**src/rtl/muldiv_pkg.sv**
```systemverilog
// Shared types and constants for the iterative multiply/divide sequencer.
// ALU operation codes are shared with the main ALU users and the EX operand mux.
package muldiv_pkg;

  localparam int XLEN = 32;

  localparam logic [3:0] ALU_ADD = 4'd0;
  localparam logic [3:0] ALU_SUB = 4'd1;

  typedef enum logic [1:0] {MUL, MULHU, DIVU, REMU} op_sel_e;
  typedef enum logic [1:0] {IDLE, CALC, DONE} state_e;

  function automatic logic is_div(op_sel_e op);
    return (op == DIVU) || (op == REMU);
  endfunction

endpackage

```
**src/rtl/muldiv_seq.sv**
```systemverilog
// Iterative MUL/MULHU/DIVU/REMU sequencer that borrows the shared EX-stage ALU for every step.
// Optional build macro MULDIV_BYPASS_EN: trivial operands finish without any ALU steps.
module muldiv_seq
  import muldiv_pkg::*;
#(
  parameter int XLEN  = muldiv_pkg::XLEN,
  parameter int ITERS = XLEN
) (
  input  logic            clk,
  input  logic            rst,
  input  logic            start,
  input  logic [1:0]      op_sel,
  input  logic [XLEN-1:0] op_a,
  input  logic [XLEN-1:0] op_b,
  input  logic            kill,
  output logic            busy,
  output logic            done,
  output logic [XLEN-1:0] result,
  output logic            alu_req,
  output logic [XLEN-1:0] alu_op1,
  output logic [XLEN-1:0] alu_op2,
  output logic [3:0]      alu_operand,
  input  logic [XLEN-1:0] alu_out
);

  localparam int CW = (ITERS > 1) ? $clog2(ITERS) : 1;

  state_e          state_q, state_d;
  op_sel_e         op_q, op_d;
  logic [CW-1:0]   cnt_q, cnt_d;
  // hi holds acc_hi (multiply) or rem (divide); lo holds mplier or quo; b holds mcand or divisor.
  logic [XLEN-1:0] hi_q, hi_d;
  logic [XLEN-1:0] lo_q, lo_d;
  logic [XLEN-1:0] b_q, b_d;
  logic [XLEN-1:0] result_q, result_d;

  op_sel_e         op_in;
  logic            div_zero;
  logic            bypass;
  logic [XLEN-1:0] bypass_val;
  logic            carry;
  logic            accept;
  logic [XLEN-1:0] rem_s;
  logic [XLEN-1:0] step_hi;
  logic [XLEN-1:0] step_lo;

  assign op_in    = op_sel_e'(op_sel);
  assign div_zero = is_div(op_in) && (op_b == '0);

`ifdef MULDIV_BYPASS_EN
  assign bypass     = is_div(op_in) ? (op_b == XLEN'(1)) : ((op_a == '0) || (op_b == '0));
  assign bypass_val = (op_in == DIVU) ? op_a : '0;
`else
  assign bypass     = 1'b0;
  assign bypass_val = '0;
`endif

  always_comb begin
    state_d     = state_q;
    op_d        = op_q;
    cnt_d       = cnt_q;
    hi_d        = hi_q;
    lo_d        = lo_q;
    b_d         = b_q;
    result_d    = result_q;
    alu_req     = 1'b0;
    alu_op1     = '0;
    alu_op2     = '0;
    alu_operand = ALU_ADD;
    carry       = 1'b0;
    accept      = 1'b0;
    rem_s       = '0;
    step_hi     = hi_q;
    step_lo     = lo_q;

    case (state_q)
      IDLE: begin
        if (start && !kill) begin
          op_d = op_in;
          if (div_zero) begin
            result_d = (op_in == DIVU) ? '1 : op_a;
            state_d  = DONE;
          end else if (bypass) begin
            result_d = bypass_val;
            state_d  = DONE;
          end else begin
            cnt_d   = CW'(ITERS - 1);
            hi_d    = '0;
            b_d     = is_div(op_in) ? op_b : op_a;
            lo_d    = is_div(op_in) ? op_a : op_b;
            state_d = CALC;
          end
        end
      end

      CALC: begin
        alu_req = 1'b1;
        if (!is_div(op_q)) begin
          alu_op1 = hi_q;
          alu_op2 = lo_q[0] ? b_q : '0;
          // The ALU has no carry-out, so recover it from wrap-around.
          carry   = (alu_out < hi_q);
          step_hi = {carry, alu_out[XLEN-1:1]};
          step_lo = {alu_out[0], lo_q[XLEN-1:1]};
        end else begin
          alu_operand = ALU_SUB;
          rem_s       = {hi_q[XLEN-2:0], lo_q[XLEN-1]};
          alu_op1     = rem_s;
          alu_op2     = b_q;
          accept      = hi_q[XLEN-1] || (rem_s >= b_q);
          step_hi     = accept ? alu_out : rem_s;
          step_lo     = {lo_q[XLEN-2:0], accept};
        end
        hi_d  = step_hi;
        lo_d  = step_lo;
        cnt_d = cnt_q - CW'(1);
        if (cnt_q == '0) begin
          state_d  = DONE;
          result_d = (op_q == MUL || op_q == DIVU) ? step_lo : step_hi;
        end
      end

      DONE: state_d = IDLE;

      default: state_d = IDLE;
    endcase

    if (kill && (state_q != IDLE)) begin
      state_d  = IDLE;
      result_d = result_q;
    end
  end

  always_ff @(posedge clk or posedge rst) begin
    if (rst) begin
      state_q  <= IDLE;
      op_q     <= MUL;
      cnt_q    <= '0;
      hi_q     <= '0;
      lo_q     <= '0;
      b_q      <= '0;
      result_q <= '0;
    end else begin
      state_q  <= state_d;
      op_q     <= op_d;
      cnt_q    <= cnt_d;
      hi_q     <= hi_d;
      lo_q     <= lo_d;
      b_q      <= b_d;
      result_q <= result_d;
    end
  end

  assign busy   = (state_q != IDLE);
  assign done   = (state_q == DONE) && !kill;
  assign result = result_q;

endmodule

```
**config.mk**
```make
export PLATFORM = sky130hd
export DESIGN_NAME = muldiv_seq
export DESIGN_NICKNAME = d
export VERILOG_FILES = /design/src/rtl/muldiv_pkg.sv /design/src/rtl/muldiv_seq.sv
export SDC_FILE = /design/constraint.sdc
export NUM_CORES = 1
export LEC_CHECK = 0
export CAP_MARGIN = 25
export CORE_MARGIN = 1.5
export CORE_UTILIZATION = 45
export DETAILED_ROUTE_END_ITERATION = 12
export PLACE_DENSITY = 0.78
export SLEW_MARGIN = 0
export SYNTH_ARGS = -nofsm -noshare
export SYNTH_HDL_FRONTEND = slang
export SYNTH_SLANG_ARGS = --single-unit
```
**constraint.sdc**
```tcl
create_clock -name clk -period 4.46 [get_ports clk]
set_input_delay 0.446 -clock clk [delete_from_list [all_inputs] [get_ports clk]]
set_output_delay 0.446 -clock clk [all_outputs]
set_load 0.05 [all_outputs]
```
==> results.md <==
* Distinct cells, synth at 53
* Critical path peak fanout at 134
* Total power per unit cell area at 651.7 nW/µm²
* RSZ-0062 raised after global routing: no
* Root Driver: clkbuf_16
* Die W at 152.8 µm
* Area growth, synth to finish at 28.19%
* IO Port Bufs at 201
* DR vias/cell at 6.137
* Critical setup path kind: reg2out
* Max-slew headroom at 41.45%
* GRT Total Usage at 28.07%
* Post-synth EDFFs at 0
* Post-synth ARST share at 100.0%
* Pre-Repair DR Iteration Count at 5
* Sinks on Clock Net at 137
* Worst path slowest cell: clkdlybuf4s50_1
* CTS max path bufs at 2
* Switch share at 47.79%
* Top Ports at 205
* Layout Skew at 10.10 ps
* DP HPWL at 23630 µm
* Worst min path class: reg2reg
* Setup TNS at 0 ps
* Routed len/inst at 20.68 µm
* Final GP Congestion at 0.8772
* Grt met3 use at 5.631%
* Met2 track demand over resource at 43.54%
* Internal power at 4.404 mW
* Hold Fails Final Rpt at 0
* Total power at 8.435 mW
* CP peak stage delay at 860 ps
* Avg Inst Size Synth at 8.735 µm²
* Endpoint class of the critical path: output pin
* Max Slew Vio Count at 0
* Die height at 152.8 µm
* Starting Density at 46.12%
* Die footprint at 23350 µm²
* Netlist Area Pre-Place at 10100 µm²
* YS warnings at 0
* Final WL at 33140 µm
* Grt peak-use layer: met2
* Startpoint types: flip-flop
* Grt total ovfl at 0
* Clk Latency, worst-skew pair at 430 ps
* GR Util met1 at 37.69%
* DR iter-0 viols at 1042
* Initial antenna violation count at 0
* Status: finished clean
* # diodes at 0
* Cts bufs inserted at 17
* Sequential share of power at 26.9%
* Least-Margin Pin Slew at 878.2 ps
* Drt drc at 0
* Fin crit period at 3305 ps
* Net Sw Power at 4.031 mW
* Clock share of power at 18.0%
* Setup-failing EPs final at 0
* Pin count of the biggest net entering global routing at 135
* Worst-path clk slew at 60 ps
* Worst-path cell chain: buf_12 > nand2_1 > a21oi_1 > clkdlybuf4s50_1
* Maximum VDD drop at 371.3 µV
* Flops & latches, synth at 137
* Antenna Nets Post-Route at 0
* Vias at 9831
* Setup slack after layout at 1155 ps
* First-pass GRT wire length at 52350 µm
* F_max at 0.3026 GHz
* Part of the Yosys area used for sequential elements at 33.95%
* Combinational power share at 55.1%
* Hold-fix buffers, CTS at 0
* Final net count at 1477
* TritonCTS clock tree: built
* Final period util at 74.10%
* Dpl ws at 1090 ps
* Req. time, crit path at 4010 ps
* H-Tree Level Count at 4
* Vias in the first global route at 9672
* Fill cell count at 1906
* Core area at 21890 µm²
* Post-CTS sizing at 0
* Layout cells sized above 1 at 5.295%
* CP arrival at 2860 ps
* Post-CTS setup buffers at 0
* Max Cap Viol at 0
* Gate Count Post-Synth at 1156
* Row count at 54
* Leak Pwr at 5.834 nW
* Dominant synthesized flop cell: dfrtp_1
synth_stat cells (9+ instances only):
cell      count  area, µm²
a211o_1      30      262.8
a211oi_1     12      90.09
a21o_1       10      75.07
a21oi_1      22      110.1
buf_1        11      41.29
clkbuf_1     68      255.2
dfrtp_1     137       3428
ha_1         65      813.3
inv_1       102      382.9
mux2i_1     154       1541
nand2_1     115      431.7
nand2b_1      9      56.30
nand4_1      11      68.82
nor2_1       77      289.0
nor3_1       33      165.2
nor4_1        9      56.30
o211a_1      30      300.3
o21ai_0     114      570.6
o221ai_1     27      236.5
o31ai_1      61      457.9
path summary, 6_finish.rpt:
path                                     endpoint  slack, ps            startpoint  cells after the start
max                                   alu_op1[31]       1150   op_q[1]$_DFFE_PP0P_                      4
min                           b_q[20]$_DFFE_PP0P_        480   b_q[20]$_DFFE_PP0P_                      2
max reg2reg                   hi_q[4]$_DFFE_PP0P_       1190  hi_q[26]$_DFFE_PP0P_                      8
min reg2reg                   b_q[20]$_DFFE_PP0P_        480   b_q[20]$_DFFE_PP0P_                      2
max in group asynchronous  result[20]$_DFFE_PP0P_       3000                   rst                      3
min in group asynchronous     b_q[14]$_DFFE_PP0P_        550                   rst                      2
final cells by class:
type / count / area, µm² / area share [%]
Clock inverter: 11 / 170.2 / 1.315
Clock buffer: 20 / 446.7 / 3.451
Tap cell: 280 / 350.3 / 2.707
Timing Repair Buffer: 223 / 2207 / 17.05
Sequential cell: 137 / 3432 / 26.52
Multi-Input combinational cell: 828 / 5946 / 45.94
Inverter: 103 / 391.6 / 3.026
cells in the final DEF, fill, tap and decap left out, types with 3 or more instances in the layout:
cell type and n:
nor2b_1 5, clkbuf_16 17, a211oi_1 12, nand2_1 115
a21oi_1 22, clkdlybuf4s50_1 200, inv_6 3, xnor2_1 3
o211a_1 30, bufinv_16 4, a2111oi_0 3, dfrtp_1 136
or4_1 4, conb_1 3, o221ai_1 27, buf_4 20
o21ai_0 114, inv_1 101, a21o_1 9, mux2i_1 154
a211o_1 30, nand4_1 11, nand2b_1 7, o31ai_1 61
nor2_1 75, nor3_1 33, ha_1 65, clkinvlp_4 3
nor4_1 9
cells by family after synthesis:
logic type,count (synthesis),share of synthesized area [%]
other cells,1,0.03714
fa+ha+maj,65,8.055
compound gates,326,22.61
simple gates,275,12.16
mux,156,15.49
flops,137,33.95
buf+inv,193,7.435
xor+xnor,3,0.2603
sequential cells by signal (all words and copies together), names as in the netlist:
name / count
b_q: 32
cnt_q: 5
hi_q: 32
lo_q: 32
op_q: 2
result: 32
state_q: 2
layer usage:
| metal | up-vias | wire length (µm) |
|---|---|---|
| li1 | 4487 | - |
| met1 | 4715 | 13790 |
| met2 | 549 | 15040 |
| met3 | 80 | 3046 |
| met4 | 0 | 1262 |
| met5 | - | 0 |
power groups by stage:
stage | Sequential (mW) | Combinational, mW | Clock (mW)
floorplan | 2.61 | 2.73 | 0
global placement | 2.26 | 4.47 | 0
detailed placement | 2.27 | 4.56 | 0
CTS | 2.26 | 4.62 | 1.52
global route | 2.34 | 5.02 | 1.57
finish | 2.27 | 4.65 | 1.52
worst max-delay path: cells and delay by family (launching register included):
kind | cells | cell delay, ps
AO/OA/AOI/OAI | 1 | 270
buffers and inverters | 2 | 1340
AND/OR/NAND/NOR | 1 | 160
flip-flops | 1 | 430
metrics by stage:
| stage | area (µm²) | util [%] | std cells | hold slack (ps) |
|---|---|---|---|---|
| 2_1_floorplan | 10100 | - | 1158 | 449.8 |
| 3_3_place_gp | 12310 | 56.24 | 1570 | 461.4 |
| 3_5_place_dp | 12310 | 56.24 | 1570 | 469.7 |
| 4_1_cts | 12930 | 59.06 | 1601 | 482.6 |
| 5_1_grt | 12940 | 59.13 | 1602 | 507.6 |
| 6_report | 12940 | 59.13 | 1602 | 479.3 |
Note: power is estimated with default switching activity, not from simulation.
